<file path="config.mk">
export PLATFORM = sky130hd
export DESIGN_NAME = fsic_wb_decoder_flat
export DESIGN_NICKNAME = d
export VERILOG_FILES = /design/src/rtl/fsic_wb_decoder_if.sv /design/src/rtl/fsic_wb_decoder.sv /design/src/flat_wrapper.sv
export SDC_FILE = /design/constraint.sdc
export NUM_CORES = 1
export LEC_CHECK = 0
export BUFFER_PORTS_ARGS = -buffer_cell sky130_fd_sc_hd__buf_4
export CAP_MARGIN = 10
export CORE_MARGIN = 2
export CORE_UTILIZATION = 25
export CTS_BUF_LIST = sky130_fd_sc_hd__clkbuf_16
export DETAILED_ROUTE_END_ITERATION = 12
export PLACE_DENSITY = 0.55
export SLEW_MARGIN = 10
export SYNTH_ARGS = -nofsm -noshare
export SYNTH_HDL_FRONTEND = slang
export SYNTH_SLANG_ARGS = --single-unit
export TNS_END_PERCENT = 50
</file>
<file path="constraint.sdc">
create_clock -name wb_clk -period 3.85 [get_ports wb_clk]
set_input_delay 0.1925 -clock wb_clk [delete_from_list [all_inputs] [get_ports wb_clk]]
set_output_delay 0.1925 -clock wb_clk [all_outputs]
set_load 0.05 [all_outputs]
</file>
<file path="src/rtl/fsic_wb_decoder_if.sv">
// fsic_wb_decoder_if
//   Wishbone slave bus between the management SoC and fsic_wb_decoder.
//   master modport: the SoC side (drives address/data/strobes, receives ack/rdata).
//   slave modport : the decoder side.
// Signals:
//   wbs_adr[31:0], wbs_wdata[31:0], wbs_sel[3:0], wbs_cyc, wbs_stb, wbs_we  (master -> slave)
//   wbs_ack, wbs_rdata[31:0]                                                  (slave -> master)
interface fsic_wb_decoder_if;
  logic [31:0] wbs_adr;
  logic [31:0] wbs_wdata;
  logic [3:0]  wbs_sel;
  logic        wbs_cyc;
  logic        wbs_stb;
  logic        wbs_we;
  logic        wbs_ack;
  logic [31:0] wbs_rdata;

  modport master (
    output wbs_adr, wbs_wdata, wbs_sel, wbs_cyc, wbs_stb, wbs_we,
    input  wbs_ack, wbs_rdata
  );

  modport slave (
    input  wbs_adr, wbs_wdata, wbs_sel, wbs_cyc, wbs_stb, wbs_we,
    output wbs_ack, wbs_rdata
  );
endinterface

</file>
<file path="src/rtl/fsic_wb_decoder.sv">
// fsic_wb_decoder
//   Wishbone slave front-end that decodes the address into NUM_TGT equal
//   windows and forwards each access over a registered req/ack handshake.
//   Unmapped addresses are answered locally with ERR_DATA. A master abort
//   (wbs_cyc dropped while waiting) returns to IDLE without an ack.
//   Optional feature macro: FSIC_WB_TIMEOUT_EN enables a watchdog that aborts
//   a request after TIMEOUT cycles, answers with ERR_DATA, raises the sticky
//   irq_timeout and records the first offending address in err_addr.
//   Without the macro the request waits indefinitely; irq_timeout/err_addr are 0.
// Ports:
//   wb_clk, wb_rst      clock, asynchronous active-high reset
//   wbs                 Wishbone bus (slave modport), wbs_ack is a 1-cycle pulse
//   tgt_req[NUM_TGT]    one-hot request, held until the selected target acks
//   tgt_we/addr/wdata/sel  captured request fields
//   tgt_ack[NUM_TGT], tgt_rdata[NUM_TGT*32]  per-target ack and read data
//   irq_timeout, err_addr, err_clr  watchdog status and clear
module fsic_wb_decoder #(
  parameter int          NUM_TGT  = 4,
  parameter int          TGT_AW   = 12,
  parameter logic [31:0] BASE     = 32'h3000_0000,
  parameter int          TIMEOUT  = 255,
  parameter logic [31:0] ERR_DATA = 32'hDEAD_BEEF
) (
  input  logic                    wb_clk,
  input  logic                    wb_rst,
  fsic_wb_decoder_if.slave        wbs,
  output logic [NUM_TGT-1:0]      tgt_req,
  output logic                    tgt_we,
  output logic [TGT_AW-1:0]       tgt_addr,
  output logic [31:0]             tgt_wdata,
  output logic [3:0]              tgt_sel,
  input  logic [NUM_TGT-1:0]      tgt_ack,
  input  logic [NUM_TGT*32-1:0]   tgt_rdata,
  output logic                    irq_timeout,
  output logic [31:0]             err_addr,
  input  logic                    err_clr
);
  localparam int IDXW = (NUM_TGT > 1) ? $clog2(NUM_TGT) : 1;
  localparam int HIW  = TGT_AW + IDXW;

  typedef enum logic [1:0] {IDLE, REQ, ACK} state_t;
  state_t state, state_nx;

  logic [IDXW-1:0]    idx, idx_nx, adr_idx;
  logic [TGT_AW-1:0]  addr_q, addr_nx;
  logic               we_q, we_nx;
  logic [31:0]        wdata_q, wdata_nx;
  logic [3:0]         sel_q, sel_nx;
  logic [NUM_TGT-1:0] req_q, req_nx;
  logic               ack_q, ack_nx;
  logic [31:0]        rdata_q, rdata_nx;
  logic               hit;
  logic               ack_sel;
  logic [31:0]        rdata_sel;

  // An index beyond NUM_TGT (only possible when NUM_TGT == 1) is unmapped.
  assign adr_idx = wbs.wbs_adr[TGT_AW +: IDXW];
  assign hit     = (wbs.wbs_adr[31:HIW] == BASE[31:HIW]) &&
                   ({1'b0, adr_idx} < (IDXW+1)'(NUM_TGT));

  // Only the selected target's ack and data are observed.
  always_comb begin
    ack_sel   = 1'b0;
    rdata_sel = '0;
    for (int i = 0; i < NUM_TGT; i++) begin
      if (idx == i[IDXW-1:0]) begin
        ack_sel   = tgt_ack[i];
        rdata_sel = tgt_rdata[32*i +: 32];
      end
    end
  end

`ifdef FSIC_WB_TIMEOUT_EN
  logic [15:0] cnt, cnt_nx;
  logic        irq_q, irq_nx;
  logic [31:0] cap_adr, cap_adr_nx;
  logic [31:0] eaddr_q, eaddr_nx;
  logic        tmo_hit;

  // Counter holds completed REQ cycles; the current cycle is the TIMEOUT-th when this fires.
  assign tmo_hit = (cnt + 16'd1) == 16'(TIMEOUT);
`else
  localparam int unused_timeout = TIMEOUT;
  logic unused_err_clr;
  assign unused_err_clr = err_clr;
`endif

  always_ff @(posedge wb_clk or posedge wb_rst) begin
    if (wb_rst) begin
      state   <= IDLE;
      idx     <= '0;
      addr_q  <= '0;
      we_q    <= 1'b0;
      wdata_q <= '0;
      sel_q   <= '0;
      req_q   <= '0;
      ack_q   <= 1'b0;
      rdata_q <= '0;
`ifdef FSIC_WB_TIMEOUT_EN
      cnt     <= '0;
      irq_q   <= 1'b0;
      cap_adr <= '0;
      eaddr_q <= '0;
`endif
    end else begin
      state   <= state_nx;
      idx     <= idx_nx;
      addr_q  <= addr_nx;
      we_q    <= we_nx;
      wdata_q <= wdata_nx;
      sel_q   <= sel_nx;
      req_q   <= req_nx;
      ack_q   <= ack_nx;
      rdata_q <= rdata_nx;
`ifdef FSIC_WB_TIMEOUT_EN
      cnt     <= cnt_nx;
      irq_q   <= irq_nx;
      cap_adr <= cap_adr_nx;
      eaddr_q <= eaddr_nx;
`endif
    end
  end

  always_comb begin
    state_nx = state;
    idx_nx   = idx;
    addr_nx  = addr_q;
    we_nx    = we_q;
    wdata_nx = wdata_q;
    sel_nx   = sel_q;
    req_nx   = req_q;
    ack_nx   = 1'b0;
    rdata_nx = rdata_q;
`ifdef FSIC_WB_TIMEOUT_EN
    cnt_nx     = cnt;
    cap_adr_nx = cap_adr;
    eaddr_nx   = eaddr_q;
    // A timeout later in this block overrides the clear.
    irq_nx     = err_clr ? 1'b0 : irq_q;
`endif
    case (state)
      IDLE: begin
        if (wbs.wbs_cyc && wbs.wbs_stb) begin
          idx_nx   = adr_idx;
          addr_nx  = wbs.wbs_adr[TGT_AW-1:0];
          we_nx    = wbs.wbs_we;
          wdata_nx = wbs.wbs_wdata;
          sel_nx   = wbs.wbs_sel;
`ifdef FSIC_WB_TIMEOUT_EN
          cnt_nx     = '0;
          cap_adr_nx = wbs.wbs_adr;
`endif
          if (hit) begin
            for (int i = 0; i < NUM_TGT; i++) req_nx[i] = (adr_idx == i[IDXW-1:0]);
            state_nx = REQ;
          end else begin
            ack_nx   = 1'b1;
            state_nx = ACK;
            if (!wbs.wbs_we) rdata_nx = ERR_DATA;
          end
        end
      end
      REQ: begin
        if (!wbs.wbs_cyc) begin
          req_nx   = '0;
          state_nx = IDLE;
        end else if (ack_sel) begin
          req_nx   = '0;
          ack_nx   = 1'b1;
          state_nx = ACK;
          if (!we_q) rdata_nx = rdata_sel;
        end
`ifdef FSIC_WB_TIMEOUT_EN
        else if (tmo_hit) begin
          req_nx   = '0;
          ack_nx   = 1'b1;
          state_nx = ACK;
          if (!we_q) rdata_nx = ERR_DATA;
          // err_addr keeps the first timeout since the last clear.
          if (!irq_q || err_clr) eaddr_nx = cap_adr;
          irq_nx = 1'b1;
        end else begin
          cnt_nx = cnt + 16'd1;
        end
`endif
      end
      ACK: begin
        state_nx = IDLE;
      end
      default: begin
        state_nx = IDLE;
        req_nx   = '0;
      end
    endcase
  end

  assign wbs.wbs_ack   = ack_q;
  assign wbs.wbs_rdata = rdata_q;
  assign tgt_req       = req_q;
  assign tgt_we        = we_q;
  assign tgt_addr      = addr_q;
  assign tgt_wdata     = wdata_q;
  assign tgt_sel       = sel_q;
`ifdef FSIC_WB_TIMEOUT_EN
  assign irq_timeout   = irq_q;
  assign err_addr      = eaddr_q;
`else
  assign irq_timeout   = 1'b0;
  assign err_addr      = '0;
`endif
endmodule

</file>
<file path="src/flat_wrapper.sv">
// flat-port wrapper written by rule: the top's interface ports become plain ports
module fsic_wb_decoder_flat 
#(
  parameter int          NUM_TGT  = 4,
  parameter int          TGT_AW   = 12,
  parameter logic [31:0] BASE     = 32'h3000_0000,
  parameter int          TIMEOUT  = 255,
  parameter logic [31:0] ERR_DATA = 32'hDEAD_BEEF
)
  (wb_clk, wb_rst, tgt_req, tgt_we, tgt_addr, tgt_wdata, tgt_sel, tgt_ack, tgt_rdata, irq_timeout, err_addr, err_clr, wbs_wbs_adr, wbs_wbs_wdata, wbs_wbs_sel, wbs_wbs_cyc, wbs_wbs_stb, wbs_wbs_we, wbs_wbs_ack, wbs_wbs_rdata);
  fsic_wb_decoder_if wbs_i ();
  input  logic wb_clk;
  input  logic wb_rst;
  output logic [NUM_TGT-1:0] tgt_req;
  output logic tgt_we;
  output logic [TGT_AW-1:0] tgt_addr;
  output logic [31:0] tgt_wdata;
  output logic [3:0] tgt_sel;
  input  logic [NUM_TGT-1:0] tgt_ack;
  input  logic [NUM_TGT*32-1:0] tgt_rdata;
  output logic irq_timeout;
  output logic [31:0] err_addr;
  input  logic err_clr;
  input wire logic [$bits(wbs_i.wbs_adr)-1:0] wbs_wbs_adr;
  input wire logic [$bits(wbs_i.wbs_wdata)-1:0] wbs_wbs_wdata;
  input wire logic [$bits(wbs_i.wbs_sel)-1:0] wbs_wbs_sel;
  input wire logic [$bits(wbs_i.wbs_cyc)-1:0] wbs_wbs_cyc;
  input wire logic [$bits(wbs_i.wbs_stb)-1:0] wbs_wbs_stb;
  input wire logic [$bits(wbs_i.wbs_we)-1:0] wbs_wbs_we;
  output wire logic [$bits(wbs_i.wbs_ack)-1:0] wbs_wbs_ack;
  output wire logic [$bits(wbs_i.wbs_rdata)-1:0] wbs_wbs_rdata;
  assign wbs_i.wbs_adr = wbs_wbs_adr;
  assign wbs_i.wbs_wdata = wbs_wbs_wdata;
  assign wbs_i.wbs_sel = wbs_wbs_sel;
  assign wbs_i.wbs_cyc = wbs_wbs_cyc;
  assign wbs_i.wbs_stb = wbs_wbs_stb;
  assign wbs_i.wbs_we = wbs_wbs_we;
  assign wbs_wbs_ack = wbs_i.wbs_ack;
  assign wbs_wbs_rdata = wbs_i.wbs_rdata;
  fsic_wb_decoder #(.NUM_TGT(NUM_TGT), .TGT_AW(TGT_AW), .BASE(BASE), .TIMEOUT(TIMEOUT), .ERR_DATA(ERR_DATA)) u_core (.wb_clk(wb_clk), .wb_rst(wb_rst), .wbs(wbs_i), .tgt_req(tgt_req), .tgt_we(tgt_we), .tgt_addr(tgt_addr), .tgt_wdata(tgt_wdata), .tgt_sel(tgt_sel), .tgt_ack(tgt_ack), .tgt_rdata(tgt_rdata), .irq_timeout(irq_timeout), .err_addr(err_addr), .err_clr(err_clr));
endmodule
</file>
==> key figures <==
Outcome
  – Outcome: complete, but fails checks
  – Failing checks: negative hold slack

Floorplanning
  – Row count: 52
  – Initial core utilization: 25.3%
  – Die H: 146 um
  – Die Width: 146 um
  – Ports: 325
  – DIE AREA: 21400 um^2
  – CORE AREA: 20000 um^2

Power
  – Pwr Density: 406 nW/um^2
  – Worst VDD drop: 0.000174 V
  – Leak pwr: 0.00368 uW
  – Total power: 3100 uW

CTS
  – CTS buffer count: 9
  – Number of gates resized after CTS: 0
  – Worst-skew pair later-pin latency: 0.35 ns
  – Reg clk slew, reported paths: 0.07 ns
  – CTS tree: done
  – Htree depth: 3
  – Max Root-Sink Buffers: 2
  – # hold bufs at CTS: 0
  – Postcts setup bufs: 0
  – Sinks on Clock Net: 90
  – Root Buffer: clkbuf_16

Finish
  – Final nets: 882
  – Inserted Diodes: 0
  – Area grow syn2layout: 51.0%
  – Most frequent cells in the layout: buf_4, dfrtp_1, nor2_1, mux2_2
  – Most common cell after layout, fill and taps aside: buf_4
  – Layout cells sized above 1: 61.8%

Detailed routing
  – DRT Wirelength: 15400 um
  – Vias per Instance: 4.39
  – Routed vias: 4177
  – DRC viols: 0
  – WL/cell: 16.2 um
  – Routed Antenna Nets: 0
  – Drt pass-1 iters: 4
  – 1st-iter DRT viols: 119

Critical path
  – Worst Reg-to-Reg Cells: 5
  – Setup Crit Path Kind: register to register
  – Cell breakdown of the critical path: inv_1, nor4b_1, o21ai_4, buf_4, a221o_1
  – Critical Path Max Stage Delay: 0.86 ns
  – WP data required: 4.08 ns
  – Endpoint type of the worst setup path: register
  – CP max FO: 39
  – Critical path's slowest cell: dfrtp_2
  – CP arrival: 2.82 ns
  – Crit path launch type: register

Global route
  – Wire length of the first global-routing pass: 23900 um
  – Grt ovf: 0
  – Vias in the first global route: 4434
  – Initial antenna violation count: 1
  – GRT Util Overall: 14.2%
  – Largest net degree at the start of global routing: 59

STA
  – Setup TNS: 0 ns
  – Worst Slack Setup Final: 1.26 ns
  – Final max-slew violation count: 0
  – Final hold vios: 27
  – Max frequency: 0.386 GHz
  – Endpoints failing setup: 0
  – Final hold slack: -0.0331 ns
  – Clock Skews: 0.00583 ns
  – Slew @ Worst Pin: 1.13 ns
  – Min Tclk post-route: 2.59 ns
  – Fin crit share: 67.2%
  – Worst slew margin: 24.7%
  – RSZ-0062 raised after global routing: false

Logic synthesis
  – Top cells by area, synth: dfrtp_1, mux4_2, mux2_2
  – Synth top area share: 44.5%
  – Post-synth ARST share: 100%
  – Synth Register Bits: 90
  – Yosys top cell by area: dfrtp_1
  – Post-synth cell types: 35
  – Mapped Cells: 398
  – Syn Std Cell Area: 5060 um^2
  – Register area share after synthesis: 44.5%
  – Synth warn: 0
  – Mapped Avg Cell Area: 12.7 um^2
  – Main synth FF type: dfrtp_1
  – Post-synth EDFFs: 0

Placed design
  – Worst slack, placed: 1.19 ns
  – Final HPWL DP: 11900 um
  – PortBufs: 290
  – GPL Wtd Cong: 0.832

Flow run
  – Max-cap violations: 0

Worst hold path
  – Hold crit path type: primary input to asynchronous set/reset pin
[power by group]
group | leakage [uW] | internal, uW | switching (uW) | total [uW]
sequential | 0.00101 | 1040 | 88.1 | 1130
clock | 0.000145 | 458 | 420 | 878
combinational | 0.00252 | 473 | 617 | 1090
total | 0.00368 | 1970 | 1130 | 3100
[registers in the layout, indices dropped and copies added, names as in the netlist]
| name | flops |
|---|---|
| u_core.wbs.wbs_ack | 1 |
| u_core.tgt_addr | 12 |
| u_core.tgt_we | 1 |
| u_core.tgt_sel | 4 |
| u_core.tgt_wdata | 32 |
| u_core.wbs.wbs_rdata | 32 |
| u_core.idx | 2 |
| u_core.state | 2 |
| u_core.tgt_req | 4 |
[critical path, delay by kind of cell (launching register included)]
family	cells	cell delay, ns
and+or+nand+nor	1	0.59
AOI/OAI and AO/OA	2	0.50
buffers and inverters	2	0.49
DFF	1	0.86
[cell families (layout without fill, tap and decap cells)]
family	Yosys count	in the layout	synth area share, %
flops	90	90	44.5
simple gates	90	90	8.77
buf+inv	87	338	10.2
other cells	1	33	0.0741
compound gates	44	44	10.0
mux	86	86	26.4
[cells in the mapped netlist (4+ instances only)]
| cell type | n |
|---|---|
| inv_1 | 28 |
| mux2_2 | 51 |
| a221oi_2 | 20 |
| nor4_1 | 6 |
| a221oi_1 | 4 |
| dfrtp_1 | 90 |
| nor2b_1 | 17 |
| buf_4 | 34 |
| nor2_1 | 53 |
| clkbuf_1 | 8 |
| mux4_2 | 33 |
| a32o_1 | 4 |
| buf_2 | 11 |
| a221o_1 | 8 |
[worst paths after layout]
path | slack (ns) | from | end
max reg2reg | 1.26 | u_core.state[0]$_DFFE_PP0P_ | u_core.wbs.wbs_rdata[4]$_DFFE_PP0P_
min | -0.03 | wb_rst | u_core.wbs.wbs_rdata[21]$_DFFE_PP0P_
max | 1.26 | u_core.state[0]$_DFFE_PP0P_ | u_core.wbs.wbs_rdata[4]$_DFFE_PP0P_
min in group wb_clk | 0.07 | wbs_wbs_wdata[8] | u_core.tgt_wdata[8]$_DFFE_PP0P_
max in group asynchronous | 2.93 | wb_rst | u_core.tgt_sel[2]$_DFFE_PP0P_
min reg2reg | 0.51 | u_core.tgt_req[3]$_DFFE_PP0P_ | u_core.tgt_req[3]$_DFFE_PP0P_
[cell type report]
type	count	area, um^2
flip-flops and latches	90	2260
clock inverters	7	68.8
fillers	1995	12400
clock buffers	9	225
inverters	28	108
well taps	270	338
multi-input cells	253	2440
repair buffers	294	2210
[routing by layer]
metal,share of wire [%],GRT usage (%)
met1,40,16.5
met2,51,24.5
met3,7.2,4.03
met4,2.7,6.31
met5,0,0
[stage by stage]
| step | instance area (um^2) | hold slack [ns] | instances | util [%] |
|---|---|---|---|---|
| 6_report | 7640 | -0.0331 | 951 | 38.1 |
| 3_5_place_dp | 7350 | 0.391 | 935 | 36.7 |
| 5_1_grt | 7640 | 0.0459 | 951 | 38.1 |
| 4_1_cts | 7640 | 0.00852 | 951 | 38.1 |
| 3_3_place_gp | 7350 | 0.381 | 935 | 36.7 |
| 2_1_floorplan | 5180 | 0.344 | 430 | - |
(Power assumes the default switching activity.)
